===== src/rtl/nf10_upb_axis_pkt_gen_pkg.sv =====
// Shared types, widths and helpers for the AXI4-Stream test packet generator.
// Beat geometry is derived from the 256-bit stream width used across the pipeline.
package nf10_upb_axis_pkt_gen_pkg;

    localparam int DATA_W     = 256;
    localparam int BYTES      = DATA_W / 8;
    localparam int LOG2_BYTES = $clog2(BYTES);
    localparam int LEN_W      = 14;
    localparam int COUNT_W    = 16;
    localparam int IFG_W      = 8;
    localparam int IN_PORT_W  = 3;
    localparam int OUT_PORT_W = 8;
    localparam int BEAT_W     = LEN_W - LOG2_BYTES;

    typedef enum logic [1:0] {
        IDLE = 2'd0,
        SEND = 2'd1,
        GAP  = 2'd2,
        FIN  = 2'd3
    } state_t;

    // Low (len mod BYTES) lanes set; an exact multiple of BYTES fills the whole beat.
    function automatic logic [BYTES-1:0] last_tkeep(input logic [LEN_W-1:0] len);
        logic [LOG2_BYTES-1:0] r;
        logic [BYTES-1:0]      m;
        r = len[LOG2_BYTES-1:0];
        for (int i = 0; i < BYTES; i++) begin
            m[i] = (r == '0) || (i < int'(r));
        end
        return m;
    endfunction

    // Index of the final beat, i.e. ceil(len/BYTES)-1; only valid for len != 0.
    function automatic logic [BEAT_W-1:0] last_beat_idx(input logic [LEN_W-1:0] len);
        logic [LEN_W-1:0] len_m1;
        len_m1 = len - 1'b1;
        return len_m1[LEN_W-1:LOG2_BYTES];
    endfunction

endpackage


===== src/rtl/nf10_upb_axis_pkt_gen_pattern.sv =====
// Payload pattern: byte i of beat b is (b*BYTES + i + seq) mod 256, masked lanes are 0.
module nf10_upb_axis_pkt_gen_pattern
    import nf10_upb_axis_pkt_gen_pkg::*;
(
    input  logic [BEAT_W-1:0] beat,
    input  logic [7:0]        seq,
    input  logic [BYTES-1:0]  keep,
    output logic [DATA_W-1:0] tdata
);

    logic [BEAT_W-1:0] beat_shift;
    logic [7:0]        beat_base;

    // Only the low byte of b*BYTES matters after the mod-256 wrap.
    assign beat_shift = beat << LOG2_BYTES;
    assign beat_base  = beat_shift[7:0];

    generate
        for (genvar gi = 0; gi < BYTES; gi++) begin : g_lane
            assign tdata[gi*8 +: 8] = keep[gi] ? (beat_base + 8'(gi) + seq) : 8'h00;
        end
    endgenerate

endmodule


===== src/rtl/nf10_upb_axis_pkt_gen.sv =====
// Active AXI4-Stream packet generator: programmable length, count, ports and
// inter-frame gap; all stream outputs are registered and held until handshake.
module nf10_upb_axis_pkt_gen
    import nf10_upb_axis_pkt_gen_pkg::*;
#(
    parameter int axis_data_width                = 256,
    parameter int axis_tkeep_width               = 32,
    parameter int axis_tuser_in_port_width       = 3,
    parameter int axis_tuser_out_port_width      = 8,
    parameter int axis_tuser_packet_length_width = 14
)
(
    input  logic                                      clk,
    input  logic                                      reset_n,
    input  logic                                      start,
    input  logic                                      abort,
    input  logic [axis_tuser_packet_length_width-1:0] cfg_pkt_len,
    input  logic [15:0]                               cfg_pkt_count,
    input  logic [7:0]                                cfg_ifg,
    input  logic [axis_tuser_in_port_width-1:0]       cfg_in_port,
    input  logic [axis_tuser_out_port_width-1:0]      cfg_out_port,
    output logic                                      busy,
    output logic                                      done,
    output logic [15:0]                               pkts_sent,
    output logic                                      m_axis_tvalid,
    input  logic                                      m_axis_tready,
    output logic [axis_data_width-1:0]                m_axis_tdata,
    output logic [axis_tkeep_width-1:0]               m_axis_tkeep,
    output logic                                      m_axis_tlast,
    output logic [axis_tuser_packet_length_width-1:0] m_axis_tuser_packet_length,
    output logic [axis_tuser_in_port_width-1:0]       m_axis_tuser_in_port,
    output logic [axis_tuser_in_port_width-1:0]       m_axis_tuser_in_vport,
    output logic [axis_tuser_out_port_width-1:0]      m_axis_tuser_out_port,
    output logic [axis_tuser_out_port_width-1:0]      m_axis_tuser_out_vport
);

    // Reset asserts asynchronously but releases two clocks after reset_n rises.
    logic [1:0] rst_sync_reg;
    logic       rst_int_n;

    always_ff @(posedge clk or negedge reset_n) begin
        if (!reset_n) begin
            rst_sync_reg <= '0;
        end else begin
            rst_sync_reg <= {rst_sync_reg[0], 1'b1};
        end
    end

    assign rst_int_n = rst_sync_reg[1];

    state_t                state_reg,     state_next;
    logic [LEN_W-1:0]      len_reg,       len_next;
    logic [COUNT_W-1:0]    count_reg,     count_next;
    logic [IFG_W-1:0]      ifg_reg,       ifg_next;
    logic [IN_PORT_W-1:0]  in_port_reg,   in_port_next;
    logic [OUT_PORT_W-1:0] out_port_reg,  out_port_next;
    logic [BEAT_W-1:0]     last_idx_reg,  last_idx_next;
    logic [BEAT_W-1:0]     beat_reg,      beat_next;
    logic [7:0]            seq_reg,       seq_next;
    logic [IFG_W-1:0]      gap_reg,       gap_next;
    logic [COUNT_W-1:0]    pkts_sent_reg, pkts_sent_next;
    logic                  abort_req_reg, abort_req_next;
    logic                  tvalid_reg,    tvalid_next;
    logic                  tlast_reg,     tlast_next;
    logic [BYTES-1:0]      tkeep_reg,     tkeep_next;
    logic [DATA_W-1:0]     tdata_reg,     tdata_next;
    logic                  busy_reg,      busy_next;
    logic                  done_reg,      done_next;

    logic                  hs;
    logic                  load_beat;
    logic                  stop_req;
    logic [COUNT_W-1:0]    pkts_inc;
    logic                  beat_is_last;
    logic [BYTES-1:0]      keep_new;
    logic [DATA_W-1:0]     pattern_data;

    assign hs       = tvalid_reg & m_axis_tready;
    assign pkts_inc = pkts_sent_reg + 1'b1;
    // A pulse of abort anywhere in the packet is remembered until the packet ends.
    assign stop_req = abort | abort_req_reg;

    always_comb begin
        state_next     = state_reg;
        len_next       = len_reg;
        count_next     = count_reg;
        ifg_next       = ifg_reg;
        in_port_next   = in_port_reg;
        out_port_next  = out_port_reg;
        last_idx_next  = last_idx_reg;
        beat_next      = beat_reg;
        seq_next       = seq_reg;
        gap_next       = gap_reg;
        pkts_sent_next = pkts_sent_reg;
        abort_req_next = abort_req_reg;
        load_beat      = 1'b0;

        case (state_reg)
            IDLE: begin
                abort_req_next = 1'b0;
                if (start) begin
                    pkts_sent_next = '0;
                    if ((cfg_pkt_len != '0) && (cfg_pkt_count != '0)) begin
                        len_next      = cfg_pkt_len;
                        count_next    = cfg_pkt_count;
                        ifg_next      = cfg_ifg;
                        in_port_next  = cfg_in_port;
                        out_port_next = cfg_out_port;
                        last_idx_next = last_beat_idx(cfg_pkt_len);
                        beat_next     = '0;
                        seq_next      = '0;
                        load_beat     = 1'b1;
                        state_next    = SEND;
                    end else begin
                        state_next = FIN;
                    end
                end
            end
            SEND: begin
                if (abort) begin
                    abort_req_next = 1'b1;
                end
                if (hs) begin
                    if (tlast_reg) begin
                        pkts_sent_next = pkts_inc;
                        if ((pkts_inc == count_reg) || stop_req) begin
                            state_next = FIN;
                        end else if (ifg_reg == '0) begin
                            beat_next = '0;
                            seq_next  = pkts_inc[7:0];
                            load_beat = 1'b1;
                        end else begin
                            gap_next   = ifg_reg;
                            state_next = GAP;
                        end
                    end else begin
                        beat_next = beat_reg + 1'b1;
                        load_beat = 1'b1;
                    end
                end
            end
            GAP: begin
                if (stop_req) begin
                    state_next = FIN;
                end else if (gap_reg == 8'd1) begin
                    beat_next  = '0;
                    seq_next   = pkts_sent_reg[7:0];
                    load_beat  = 1'b1;
                    state_next = SEND;
                end else begin
                    gap_next = gap_reg - 1'b1;
                end
            end
            FIN: begin
                abort_req_next = 1'b0;
                state_next     = IDLE;
            end
            default: begin
                state_next = IDLE;
            end
        endcase
    end

    assign beat_is_last = (beat_next == last_idx_next);
    assign keep_new     = beat_is_last ? last_tkeep(len_next) : {BYTES{1'b1}};

    nf10_upb_axis_pkt_gen_pattern u_pattern (
        .beat  (beat_next),
        .seq   (seq_next),
        .keep  (keep_new),
        .tdata (pattern_data)
    );

    // Beat registers only move on a handshake or a fresh packet load.
    always_comb begin
        tvalid_next = tvalid_reg;
        tlast_next  = tlast_reg;
        tkeep_next  = tkeep_reg;
        tdata_next  = tdata_reg;
        if (load_beat) begin
            tvalid_next = 1'b1;
            tlast_next  = beat_is_last;
            tkeep_next  = keep_new;
            tdata_next  = pattern_data;
        end else if (hs) begin
            tvalid_next = 1'b0;
            tlast_next  = 1'b0;
            tkeep_next  = '0;
            tdata_next  = '0;
        end
        busy_next = (state_next == SEND) || (state_next == GAP);
        done_next = (state_next == FIN);
    end

    always_ff @(posedge clk or negedge rst_int_n) begin
        if (!rst_int_n) begin
            state_reg     <= IDLE;
            len_reg       <= '0;
            count_reg     <= '0;
            ifg_reg       <= '0;
            in_port_reg   <= '0;
            out_port_reg  <= '0;
            last_idx_reg  <= '0;
            beat_reg      <= '0;
            seq_reg       <= '0;
            gap_reg       <= '0;
            pkts_sent_reg <= '0;
            abort_req_reg <= 1'b0;
            tvalid_reg    <= 1'b0;
            tlast_reg     <= 1'b0;
            tkeep_reg     <= '0;
            tdata_reg     <= '0;
            busy_reg      <= 1'b0;
            done_reg      <= 1'b0;
        end else begin
            state_reg     <= state_next;
            len_reg       <= len_next;
            count_reg     <= count_next;
            ifg_reg       <= ifg_next;
            in_port_reg   <= in_port_next;
            out_port_reg  <= out_port_next;
            last_idx_reg  <= last_idx_next;
            beat_reg      <= beat_next;
            seq_reg       <= seq_next;
            gap_reg       <= gap_next;
            pkts_sent_reg <= pkts_sent_next;
            abort_req_reg <= abort_req_next;
            tvalid_reg    <= tvalid_next;
            tlast_reg     <= tlast_next;
            tkeep_reg     <= tkeep_next;
            tdata_reg     <= tdata_next;
            busy_reg      <= busy_next;
            done_reg      <= done_next;
        end
    end

    assign busy                       = busy_reg;
    assign done                       = done_reg;
    assign pkts_sent                  = pkts_sent_reg;
    assign m_axis_tvalid              = tvalid_reg;
    assign m_axis_tdata               = tdata_reg;
    assign m_axis_tkeep               = tkeep_reg;
    assign m_axis_tlast               = tlast_reg;
    assign m_axis_tuser_packet_length = len_reg;
    assign m_axis_tuser_in_port       = in_port_reg;
    assign m_axis_tuser_in_vport      = in_port_reg;
    assign m_axis_tuser_out_port      = out_port_reg;
    assign m_axis_tuser_out_vport     = '0;

endmodule


===== config.mk =====
export PLATFORM = sky130hd
export DESIGN_NAME = nf10_upb_axis_pkt_gen
export DESIGN_NICKNAME = d
export VERILOG_FILES = /design/src/rtl/nf10_upb_axis_pkt_gen_pkg.sv /design/src/rtl/nf10_upb_axis_pkt_gen_pattern.sv /design/src/rtl/nf10_upb_axis_pkt_gen.sv
export SDC_FILE = /design/constraint.sdc
export NUM_CORES = 1
export LEC_CHECK = 0
export ABC_CLOCK_PERIOD_IN_PS = 16700
export BUFFER_PORTS_ARGS = -buffer_cell sky130_fd_sc_hd__buf_2
export CAP_MARGIN = 20
export CORE_MARGIN = 4
export CORE_UTILIZATION = 44
export DETAILED_ROUTE_END_ITERATION = 16
export GPL_ROUTABILITY_DRIVEN = 0
export PLACE_DENSITY = 0.66
export SLEW_MARGIN = 20
export SYNTH_ARGS = -nofsm -noshare
export SYNTH_HDL_FRONTEND = slang
export SYNTH_SLANG_ARGS = --single-unit

===== constraint.sdc =====
create_clock -name clk -period 16.7 [get_ports clk]
set_clock_uncertainty 0.2 [all_clocks]
set_input_delay 3.34 -clock clk [delete_from_list [all_inputs] [get_ports clk]]
set_output_delay 3.34 -clock clk [all_outputs]
set_load 0.005 [all_outputs]

==> results.yml <==
sta:
  setup_viol: 0
  setup_ws_ns: 7.72
  rsz0062_at_grt: "no"
  finalCritPeriodShare: 0.538
  final-hold-violation-count: 0
  hold-worst-slack_ns: 0.149
  slew_viol_final: 0
  worstMarginPinSlew_ns: 1.12
  fin_tns_setup_ns: 0
  timing.fmax_ghz: 0.111
  slew_headroom: 0.256
  period_needed_ns: 8.98
global_routing:
  grt_pass1_wl_um: 112000
  grt_use_total: 0.292
  overflow: 0
  grt_max_degree: 182
  grt_pass1_vias: 16900
  antenna_found_initial: 0
cells_and_area:
  final_core_util: 0.538
  syn_to_final_growth_pct: 19.8
  drive_above_1_share: 0.269
  regArea_sq_um: 9910
  finalNetCount: 2266
  largest_reg_flops: 256
  finalInstanceArea_sq_um: 24000
  multiInputGateArea_sq_um: 9360
  most-common-layout-cells: "dfrtp_1, buf_2, nand2_1"
  fill_cells: 3971
  antenna_cells: 0
  layout_commonest_cell: "dfrtp_1"
floorplanning:
  num_rows: 77
  die_h_um: 221
  ios: 398
  start_util: 0.450
  die_w_um: 221
  die-area_sq_um: 49100
  core_sq_um: 44600
worst_setup_path:
  cp-end-kind: "flop"
  crit_required_ns: 16.98
  startpoint_type: "input port"
  worstSetupPathType: "input port to flop"
  crit_fanout: 62
  arrival_ns: 9.26
place:
  place.detailed.hpwl_um: 52600
  place_area_sq_um: 22400
  pre_cts_ws_ns: 7.10
  portBuffers: 389
route:
  drt-total-wl_um: 74500
  routedWlPerCell_um: 26.5
  drcViolationCount: 0
  via_count: 17700
  drtAntennaViolNets: 0
  first_iter_violations: 2365
  viasPerCell: 6.30
  drt_first_pass_iters: 6
synthesis:
  synth_area_sq_um: 20100
  ys_types: 88
  synth-seq-area-share: 0.494
  ys_ff_latch: 396
  avgSynthCellArea_sq_um: 10.7
  ys.flop_type: "dfrtp_1"
  synth_enable_flop_cells: 0
  yosysWarningCount: 0
  async_reset_ff_frac: 1.00
  synth_cells: 1870
outcome:
  outcome: "finished, final reports clean"
clock_tree:
  cts_hold_buf: 0
  cts.path.max_buffers: 3
  path_clk_slew_ns: 0.06
  cts_resized: 0
  cts_root_buf: "clkbuf_16"
  cts_setup_buffers: 0
  numCtsBuffers: 44
  cts_tree: "yes"
  clock_latency_ns: 0.59
  htree_levels: 2
  clkSinkCount: 396
power_and_ir_drop:
  power_density_nw_per_um2: 192
  power_leakage_nw: 11.3
  ir_drop_mv: 0.113
worst_hold_path:
  min_path_type: "flop to flop"
flow_run:
  max_cap_violations: 0
metrics by stage:
stage	std cells	power, W
after floorplan	1877	0.00273
after global placement	2726	0.00352
after detailed placement	2727	0.00355
after CTS	2808	0.00461
after global routing	2809	0.00486
final	2809	0.00462
cell families after synthesis:
| group | synth area share |
|---|---|
| simple gates | 0.110 |
| compound gates | 0.229 |
| buf+inv | 0.0445 |
| mux | 0.0345 |
| other cells | 0.000375 |
| flops | 0.494 |
| fa+ha+maj | 0.0191 |
| xor+xnor | 0.0690 |
area by class of cell:
cell class | instances | share of cell area
sequential | 396 | 0.413
tap | 592 | 0.0308
timing repair buffer | 419 | 0.0923
clock inverter | 24 | 0.0145
clock buffer | 57 | 0.0512
multi-input combinational | 1265 | 0.390
inverter | 56 | 0.00875
cells in the mapped netlist (all sizes together) (5+ instances only):
| cell | instances | area, sq um |
|---|---|---|
| a211oi | 7 | 52.6 |
| a21o | 19 | 143 |
| a21oi | 81 | 405 |
| a22o | 104 | 911 |
| a311oi | 7 | 61.3 |
| a31o | 7 | 61.3 |
| a31oi | 23 | 150 |
| a32o | 132 | 1320 |
| a41o | 5 | 50.1 |
| a41oi | 6 | 52.6 |
| and2 | 14 | 87.6 |
| and3 | 17 | 106 |
| and4 | 5 | 43.8 |
| buf | 41 | 235 |
| clkbuf | 119 | 447 |
| dfrtp | 396 | 9910 |
| ha | 29 | 363 |
| inv | 55 | 206 |
| mux2 | 49 | 552 |
| mux2i | 14 | 140 |
| nand2 | 162 | 608 |
| nand2b | 8 | 50.1 |
| nand3 | 47 | 240 |
| nand4 | 27 | 280 |
| nand4b | 5 | 50.0 |
| nor2 | 62 | 233 |
| nor2b | 5 | 31.3 |
| nor3 | 17 | 90.1 |
| nor3b | 6 | 45.0 |
| nor4 | 15 | 113 |
| o2111ai | 11 | 169 |
| o211ai | 14 | 115 |
| o21ai | 104 | 521 |
| o22ai | 11 | 68.8 |
| o31ai | 11 | 82.6 |
| or2 | 6 | 37.5 |
| or3 | 9 | 56.3 |
| or4 | 11 | 82.6 |
| xnor2 | 137 | 1210 |
| xor2 | 15 | 131 |
report_power, final:
group / total [W] / switching [W] / internal, W
Combinational: 0.00200 / 0.00121 / 0.000789
Sequential: 0.00157 / 0.000252 / 0.00132
Clock: 0.00105 / 0.000429 / 0.000620
worst paths after layout:
| check | slack, ns | start | end | depth (start not counted) |
|---|---|---|---|---|
| setup / recovery | 7.72 | cfg_pkt_count[1] | m_axis_tdata[210] | 13 |
| hold / removal | 0.15 | rst_sync_reg[0] | rst_sync_reg[1] | 0 |
| setup reg to reg | 9.34 | pkts_sent[0] | m_axis_tdata[167] | 19 |
| hold reg to reg | 0.15 | rst_sync_reg[0] | rst_sync_reg[1] | 0 |
| max in group asynchronous | 13.86 | reset_n | rst_sync_reg[1] | 1 |
| min in group asynchronous | 0.17 | rst_sync_reg[1] | count_reg[5] | 0 |
worst max-delay path, cell delays in order:
cell and delay [ns]:
buf_2 0.11, nor4_1 0.61, a41oi_1 0.51, o211ai_4 0.23, buf_4 0.70, mux2i_1 0.60, o21ai_0 0.18, o32a_1 0.19
or4_1 0.55, nor4b_4 0.24, buf_4 0.54, nand4_1 0.81, a32o_1 0.56
routing by layer:
| metal | up-vias | track usage | share of wire |
|---|---|---|---|
| li1 | 7600 | - | - |
| met1 | 8893 | 0.415 | 0.42 |
| met2 | 1046 | 0.446 | 0.45 |
| met3 | 163 | 0.0704 | 0.10 |
| met4 | 0 | 0.0932 | 0.036 |
| met5 | - | 0 | 0 |
Note: power is estimated with default switching activity, not from simulation.
